`config.mk`:
```
export PLATFORM = sky130hd
export DESIGN_NAME = npc_lsu_mc
export DESIGN_NICKNAME = d
export VERILOG_FILES = /design/src/rtl/npc_lsu_mc.sv
export SDC_FILE = /design/constraint.sdc
export NUM_CORES = 1
export LEC_CHECK = 0
export BUFFER_PORTS_ARGS = -buffer_cell sky130_fd_sc_hd__buf_2
export CELL_PAD_IN_SITES_DETAIL_PLACEMENT = 1
export CELL_PAD_IN_SITES_GLOBAL_PLACEMENT = 2
export CORE_MARGIN = 5
export CORE_UTILIZATION = 30
export DETAILED_ROUTE_END_ITERATION = 10
export MAX_ROUTING_LAYER = met4
export PLACE_DENSITY_LB_ADDON = 0.1
export SYNTH_ARGS = -nofsm -noshare
export SYNTH_HDL_FRONTEND = slang
export SYNTH_SLANG_ARGS = --single-unit
```
`constraint.sdc`:
```
create_clock -name clk -period 4.9 [get_ports clk]
set_input_delay 0.98 -clock clk [delete_from_list [all_inputs] [get_ports clk]]
set_output_delay 0.98 -clock clk [all_outputs]
set_load 0.01 [all_outputs]
```
`src/rtl/npc_lsu_mc.sv`:
```
// Multi-cycle load/store unit: decode handshake -> cache request -> response -> write-back.
// Optional macro LSU_MISALIGN_TRAP_EN: trap misaligned accesses instead of aligning them down.
module npc_lsu_mc #(
  parameter int ADDR_WIDTH     = 32,
  parameter int DATA_WIDTH     = 64,
  parameter int REG_ADDR_WIDTH = 5,
  parameter int TIMEOUT_CYCLES = 255
) (
  input  logic                      clk,
  input  logic                      rst_n,
  input  logic                      req_valid_idu_i,
  output logic                      req_ready_idu_o,
  input  logic                      req_ls_idu_i,
  input  logic [ADDR_WIDTH-1:0]     req_addr_idu_i,
  input  logic [1:0]                req_wdth_idu_i,
  input  logic                      req_unsigned_idu_i,
  input  logic [DATA_WIDTH-1:0]     req_st_dat_idu_i,
  input  logic [REG_ADDR_WIDTH-1:0] req_rd_idu_i,
  output logic                      dc_req_valid_o,
  input  logic                      dc_req_ready_i,
  output logic [ADDR_WIDTH-1:0]     dc_addr_o,
  output logic                      dc_we_o,
  output logic [DATA_WIDTH/8-1:0]   dc_wmask_o,
  output logic [DATA_WIDTH-1:0]     dc_wdat_o,
  input  logic                      dc_rsp_valid_i,
  input  logic [DATA_WIDTH-1:0]     dc_rsp_dat_i,
  output logic                      wrtbck_en_idu_o,
  output logic [REG_ADDR_WIDTH-1:0] rd_idu_o,
  output logic [DATA_WIDTH-1:0]     wrtbck_dat_idu_o,
  output logic                      err_o
);

  localparam int NB   = DATA_WIDTH / 8;
  localparam int OFFW = $clog2(NB);
  localparam int CNTW = $clog2(TIMEOUT_CYCLES + 1);

  typedef enum logic [1:0] {
    S_IDLE = 2'd0,
    S_REQ  = 2'd1,
    S_WAIT = 2'd2
  } state_e;

  typedef struct packed {
    logic                      ls;
    logic [ADDR_WIDTH-1:0]     addr;
    logic [1:0]                wdth;
    logic                      uns;
    logic [DATA_WIDTH-1:0]     st_dat;
    logic [REG_ADDR_WIDTH-1:0] rd;
  } op_t;

  state_e          state_q, state_d;
  op_t             op_q, op_d;
  logic [CNTW-1:0] cnt_q, cnt_d;

  // Lane decode, all derived from the captured op so dc_* stay stable under backpressure.
  logic [OFFW-1:0]       off_raw, off, size_m1;
  logic [NB-1:0]         size_bmask;
  logic [DATA_WIDTH-1:0] val_mask, rsp_sh, load_ext;
  logic                  sgn, illegal, misalign, bad_op;

  always_comb begin
    // NOTE: every combinational output gets a default first so no path can infer a latch.
    size_m1    = '0;
    size_bmask = '0;
    val_mask   = '1;
    sgn        = 1'b0;
    off_raw    = op_q.addr[OFFW-1:0];

    case (op_q.wdth)
      2'b00: begin
        size_m1    = OFFW'(0);
        size_bmask = NB'(8'h01);
      end
      2'b01: begin
        size_m1    = OFFW'(1);
        size_bmask = NB'(8'h03);
      end
      2'b10: begin
        size_m1    = OFFW'(3);
        size_bmask = NB'(8'h0F);
      end
      2'b11: begin
        size_m1    = OFFW'(7);
        size_bmask = NB'(8'hFF);
      end
    endcase

    illegal  = (NB == 4) && (op_q.wdth == 2'b11);
    misalign = ((off_raw & size_m1) != '0) ||
               ((int'(off_raw) + int'(size_m1)) > (NB - 1));

`ifdef LSU_MISALIGN_TRAP_EN
    bad_op = illegal || misalign;
    off    = off_raw;
`else
    bad_op = illegal;
    off    = off_raw & ~size_m1;
`endif

    rsp_sh = dc_rsp_dat_i >> {off, 3'b000};
    case (op_q.wdth)
      2'b00: begin
        val_mask = DATA_WIDTH'(64'h0000_0000_0000_00FF);
        sgn      = rsp_sh[7];
      end
      2'b01: begin
        val_mask = DATA_WIDTH'(64'h0000_0000_0000_FFFF);
        sgn      = rsp_sh[15];
      end
      2'b10: begin
        val_mask = DATA_WIDTH'(64'h0000_0000_FFFF_FFFF);
        sgn      = rsp_sh[31];
      end
      2'b11: begin
        val_mask = '1;
        sgn      = rsp_sh[DATA_WIDTH-1];
      end
    endcase
    load_ext = (rsp_sh & val_mask) | ((sgn && !op_q.uns) ? ~val_mask : '0);
  end

  assign dc_addr_o  = {op_q.addr[ADDR_WIDTH-1:OFFW], OFFW'(0)};
  assign dc_we_o    = op_q.ls;
  assign dc_wmask_o = op_q.ls ? (size_bmask << off) : '0;
  assign dc_wdat_o  = op_q.st_dat << {off, 3'b000};

  always_comb begin
    state_d         = state_q;
    op_d            = op_q;
    cnt_d           = cnt_q;
    req_ready_idu_o = 1'b0;
    dc_req_valid_o  = 1'b0;
    wrtbck_en_idu_o = 1'b0;
    err_o           = 1'b0;

    case (state_q)
      S_IDLE: begin
        req_ready_idu_o = 1'b1;
        if (req_valid_idu_i) begin
          op_d = '{ls:     req_ls_idu_i,
                   addr:   req_addr_idu_i,
                   wdth:   req_wdth_idu_i,
                   uns:    req_unsigned_idu_i,
                   st_dat: req_st_dat_idu_i,
                   rd:     req_rd_idu_i};
          state_d = S_REQ;
        end
      end
      S_REQ: begin
        // Rejected ops never reach the cache; they report one cycle after acceptance.
        if (bad_op) begin
          err_o   = 1'b1;
          state_d = S_IDLE;
        end else begin
          dc_req_valid_o = 1'b1;
          if (dc_req_ready_i) begin
            cnt_d   = '0;
            state_d = S_WAIT;
          end
        end
      end
      S_WAIT: begin
        // A response on the timeout cycle takes priority over the abort.
        if (dc_rsp_valid_i) begin
          wrtbck_en_idu_o = !op_q.ls && (op_q.rd != '0);
          state_d         = S_IDLE;
        end else if (cnt_q == CNTW'(TIMEOUT_CYCLES - 1)) begin
          err_o   = 1'b1;
          state_d = S_IDLE;
        end else begin
          cnt_d = cnt_q + CNTW'(1);
        end
      end
      default: state_d = S_IDLE;
    endcase
  end

  assign rd_idu_o         = wrtbck_en_idu_o ? op_q.rd : '0;
  assign wrtbck_dat_idu_o = wrtbck_en_idu_o ? load_ext : '0;

  always_ff @(posedge clk or negedge rst_n) begin
    // NOTE: sequential state uses non-blocking assignment so all flops update together.
    if (!rst_n) begin
      state_q <= S_IDLE;
      op_q    <= '0;
      cnt_q   <= '0;
    end else begin
      state_q <= state_d;
      op_q    <= op_d;
      cnt_q   <= cnt_d;
    end
  end

endmodule

```
Yosys cells after proc, flatten, opt, wreduce, memory -nomap -nowiden
Index checks and enable logic that the tools add are counted.
{ "op_classes": {"n_reduce_logical": 11, "bitwise_logic": 5, "eq_ne": 11, "n_shift": 3, "muxes": 24, "add_sub_neg": 1} }
{ "ops": {"columns": ["op", "n"], "rows": [
  ["64-bit one-hot mux with 4 select lines", 1],
  ["64-bit two-way mux", 2],
  ["64-bit bitwise AND", 1],
  ["64-bit NOT", 1],
  ["64-bit OR", 1],
  ["64-bit by 6-bit left shift with 64-bit output", 1],
  ["64-bit by 6-bit >> shifter with 64-bit output", 1],
  ["8-bit two-way mux", 4],
  ["8-bit one-hot mux with 4 select lines", 1],
  ["8-bit one-hot mux with 2 select lines", 1],
  ["3-bit one-hot mux with 4 select lines", 1],
  ["8-bit by 1-bit adder with 8-bit output, second input constant", 1],
  ["8-bit == test, second input constant", 1],
  ["2-bit two-way mux", 4],
  ["2-bit inequality test, second input constant", 4],
  ["8-bit by 3-bit left shift with 8-bit output", 1],
  ["1-bit two-way mux", 7],
  ["2-bit == test, second input constant", 3],
  ["2-bit one-hot mux with 3 select lines", 1],
  ["5-bit two-way mux", 1],
  ["5-bit nonzero test", 1],
  ["2-bit by 1-bit == test with 1-bit output, second input constant", 2],
  ["2-bit logical NOT", 2],
  ["1-bit one-hot mux with 4 select lines", 1],
  ["9 further kinds", 11]
]} }
{ "word_totals": {"output_inout_bits": 178, "word_cells": 63, "regBits": 115, "in_bits": 174} }

Depth between registers and ports, before layout
{ "logic_depth": {"word_depth": 10, "depth_mapped": 10} }

Least setup slack after synthesis
No wires, ideal clock.
{ "synth_timing": {"path_kind": "input to output", "start": "input dc_rsp_valid_i", "end": "output wrtbck_dat_idu_o[42]", "n_path_buf": 2, "path_stages": 8, "t_required_ps": 3920, "t_arrival_ps": 2463, "path_slack_ps": 1457, "cell_sequence": "and4bb_2 o21ai_1 or2_0 clkbuf_1 a211oi_1 a21oi_4 buf_6 a31oi_1"} }
{ "synth_between": {"elab_chain_len": 3} }
{ "synth_lines": {"columns": ["item", "line_no", "rtl"], "rows": [
  ["start: declaration", "25", "input logic dc_rsp_valid_i,"],
  ["1-bit two-way mux", "165", "if (dc_rsp_valid_i) begin"],
  ["1-bit two-way mux", "137", "case (state_q)"],
  ["64-bit two-way mux", "180", "assign wrtbck_dat_idu_o = wrtbck_en_idu_o ? load_ext : '0;"],
  ["end: declaration", "29", "output logic [DATA_WIDTH-1:0] wrtbck_dat_idu_o,"]
]} }
Every way passes these cells.

Final worst setup path
{ "layout_timing": {"start": "register op_q[71] (netlist name)", "end": "output wrtbck_dat_idu_o[46]"} }
{ "layout_between": {"elab_chain_len": 10} }
{ "layout_lines": {"columns": ["item", "line_no", "rtl"], "rows": [
  ["start: declaration", "53", "op_t op_q, op_d;"],
  ["start signal: assignment", "190", "op_q <= op_d;"],
  ["2-bit == test (tied with other cells)", "70, 102", null],
  ["3-bit one-hot mux with 4 select lines", "70", "case (op_q.wdth)"],
  ["3-bit NOT", "98", "off = off_raw & ~size_m1;"],
  ["3-bit bitwise AND", "98", null],
  ["64-bit by 6-bit >> shifter with 64-bit output", "101", "rsp_sh = dc_rsp_dat_i >> {off, 3'b000};"],
  ["1-bit one-hot mux with 4 select lines", "102", "case (op_q.wdth)"],
  ["1-bit logical AND", "120", "load_ext = (rsp_sh & val_mask) | ((sgn && !op_q.uns) ? ~val_mask : '0);"],
  ["64-bit two-way mux", "120", null],
  ["64-bit OR (*)", "120", null],
  ["64-bit two-way mux (*)", "180", null]
]} }
Mark *: on every way between the ends. The rest lies on a longest branch, timed or not. The select of a mux whose other input is x is not followed.

==> summary.md <==
| Metric | Value |
|---|---|
| Fmax | `~230 MHz` |
| Die X | `176.4 µm` |
| Hold/Removal Path Class | `reg -> reg` |
| RSZ-0062 raised after global routing | `no` |
| Max Cap Violations | `0` |
| Finished Core Util | `0.3940` |
| NumNets Final | `1381` |
| Reg-to-reg startpoint | `state_q[1]` |
| Top cells by area, synth | `dfrtp_1, mux2_2, mux2i_1, nand2_1, mux4_2` |
| Main synth FF type | `dfrtp_1` |
| Vias in the first global route | `between 8000 and 9000` |
| CTS clk-pin slew, worst paths | `roughly 70 ps` |
| Boundary Pins | `around 350` |
| Antenna violations before repair | `13` |
| Pre-CTS setup slack | `around 770 ps` |
| Synth warnings | `0` |
| Sequential-to-total area share from yosys stat | `0.3464` |
| Met3 global-route usage | `0.06617` |
| Die area | `31120 µm²` |
| CTS tree | `yes` |
| Mapped cell area | `just over 8000 µm²` |
| Min Hold Slack | `around 500 ps` |
| Status | `finished, final reports clean` |
| Worst slew pin tran | `between 1000 and 1500 ps` |
| Hold Fails Final Rpt | `0` |
| Worst IR Drop VDD | `around 250 µV` |
| CTS Buffer Depth | `2` |
| CP cell instances | `or3b_4 > buf_12 > o32ai_1 > o211a_1 > a21oi_4 > a31oi_1 > buf_2` |
| M2 GR Usage | `0.3642` |
| Share of cells above drive strength 1 | `0.4516` |
| Worst path arrival time | `approximately 3300 ps` |
| Worst Path Max Fanout | `56` |
| Die H | `about 180 µm` |
| Layout area overhead | `30.68%` |
| Total CTS buffers | `17` |
| Synth top area share | `0.3464` |
| Final antenna-violating net count | `0` |
| Iter 0 DRT Violations | `395` |
| Fin Setup TNS | `0 ps` |
| Worst Path Required | `around 3900 ps` |
| Gate power share | `0.589` |
| Final worst-path setup slack | `roughly 610 ps` |
| Final setup fails | `0` |
| Post-CTS sizing | `0` |
| Reg2Reg Depth | `4` |
| Final GP Congestion | `0.8678` |
| Clock sink count | `approximately 120` |
| Hold path startpoint | `dc_addr_o[23]` |
| Post-synth cell types | `56` |
| Post-CTS setup buffers | `0` |
| Final slew viol count | `0` |
| Sw Share | `0.4573` |
| Slowest cell on crit path | `dfrtp_1` |
| Clock Power Share | `0.183` |
| Sw power | `3.561 mW` |
| Area leader, netlist | `dfrtp_1` |
| Register bit count reported by yosys | `115` |
| Via density | `approximately 5` |
| Crit Path Class | `reg -> out` |
| Port bufs | `around 350` |
| Overall Power | `7.786 mW` |
| Worst Setup SP | `op_q[71]` |
| Syn avg cell area | `around 9 µm²` |
| Pint | `4.225 mW` |
| Final worst path period need | `approximately 4300 ps` |
| Tcrit/Tclk final | `0.8746` |
| Layout Skew | `11.56 ps` |
| Skew-Pair Late Insertion Delay | `410 ps` |
| Hold_buf cts | `0` |
| Core Footprint | `between 20000 and 30000 µm²` |
| Std-Cell Rows | `61` |
| Leakage | `~5.4 nW` |
| Relative max-transition margin | `0.3327` |
| First-pass GRT wire length | `approximately 52000 µm` |
| Post-synth EDFFs | `0` |
| Post-synth ARST share | `1.000` |
| # DRC | `0` |
| PwrDens | `a little over 700 nW/µm²` |
| H-tree Lvls | `4` |
| Root Buffer | `clkbuf_16` |
| Endpoint class of the critical path | `output port` |
| Pin count of the biggest net entering global routing | `between 70 and 80` |
| Router iterations before antenna repair | `4` |
| Total GRT Usage | `0.2192` |
| Finished layout cell area | `approximately 11000 µm²` |
| Syn Inst Count | `around 900` |
| CP Launch Type | `register` |
| Gr busiest metal | `met2` |
| Crit path depth | `7` |
| Dpl cells | `roughly 1600` |
| Grt total ovfl | `0` |
| Worst path max stage delay | `roughly 820 ps` |
| Crit path buf inv count | `2` |
| GRT met1 Usage | `0.2656` |
| Routed len/inst | `between 20 and 25 µm` |
| Total Routed Length | `between 30000 and 40000 µm` |
| Post-Layout Cell Count | `1608` |
| CP top delay family | `compound AO/OA/AOI/OAI gates` |
| Placed cell areas | `a little over 10000 µm²` |
| Routed vias | `slightly above 8000` |
| Seq pwr share | `0.228` |
| DPL Wire Length | `about 26000 µm` |
| Initial Utilization | `0.3015` |
| Hold Crit Depth | `1` |
[registers in the layout (all words and copies together), names as in the netlist]
name,flops
op_q,72
dc_addr_o,29
cnt_q,8
off_raw,3
state_q,2
dc_we_o,1
[layer usage]
metal,wire [µm],vias up,part of all wire
met5,0,-,0
met4,488,0,0.014
met3,2504,27,0.074
met2,16220,280,0.48
met1,14650,3950,0.43
li1,-,3797,-
[worst reg2reg max path, delay by kind of cell, from the launching register on]
family	cells	cell delay (ps)
multiplexers	1	370
buffers and inverters	1	380
AND/OR/NAND/NOR	2	990
flip-flops	1	430
[path summary, 6_finish.rpt]
kind / endpoint / slack [ps]
worst max-delay path: wrtbck_dat_idu_o[46] / 610
worst min-delay path: dc_addr_o[23] / 500
worst max register to register: op_q[49] / 2600
worst min register to register: dc_addr_o[23] / 500
max in group asynchronous: dc_addr_o[17] / 3350
min in group asynchronous: op_q[30] / 580
[power groups by stage]
| stage | clock network, mW | logic (mW) | registers, mW |
|---|---|---|---|
| after floorplan | 0 | 3.22 | 1.61 |
| after global placement | 0 | 4.63 | 1.79 |
| after detailed placement | 0 | 4.65 | 1.79 |
| after CTS | 1.46 | 4.68 | 1.79 |
| after global routing | 1.51 | 5.07 | 1.85 |
| final | 1.43 | 4.58 | 1.78 |
[area by class of cell]
type / count / area (µm²)
inverters: 9 / 33.78
clock inverters: 14 / 226.5
fillers: 3346 / 16700
repair buffers: 369 / 1927
well taps: 378 / 473.0
flip-flops and latches: 115 / 2878
multi-input cells: 693 / 4860
diodes: 12 / 30.03
clock buffers: 18 / 429.2
[cells by family (layout without fill, tap and decap cells)]
family | Yosys count | count (layout) | share of synthesized area
AOI/OAI and AO/OA | 147 | 147 | 0.1152
other | 1 | 15 | 0.0004514
xor gates and xnor gates | 5 | 5 | 0.005271
buffers and inverters | 112 | 410 | 0.07334
adders and majority gates | 2 | 2 | 0.003012
muxes | 184 | 184 | 0.2706
and+or+nand+nor | 352 | 352 | 0.1857
DFF | 115 | 115 | 0.3464
[synth_stat cells (9+ instances only)]
cell type,count
nand2_1,132
nor2_1,122
dfrtp_1,115
mux2_2,105
mux2i_1,57
a21oi_1,47
nand3_1,39
buf_4,36
o21ai_0,35
clkbuf_1,33
and2_1,26
mux4_2,22
buf_2,19
a211oi_1,11
a31oi_1,11
buf_1,11
and3_1,9
inv_1,9
[layout by cell type (no fill, tap or decap), drive strengths merged, types with 18 or more instances in the layout]
master  Yosys  routed
mux4       22      22
mux2i      57      57
and2       26      26
mux2      105     105
o21ai      37      37
buf        70     369
nand2     132     132
dfrtp     115     115
a21oi      50      50
nor2      122     122
clkbuf     33      18
nand3      39      39
Note: power is estimated with default switching activity, not from simulation.
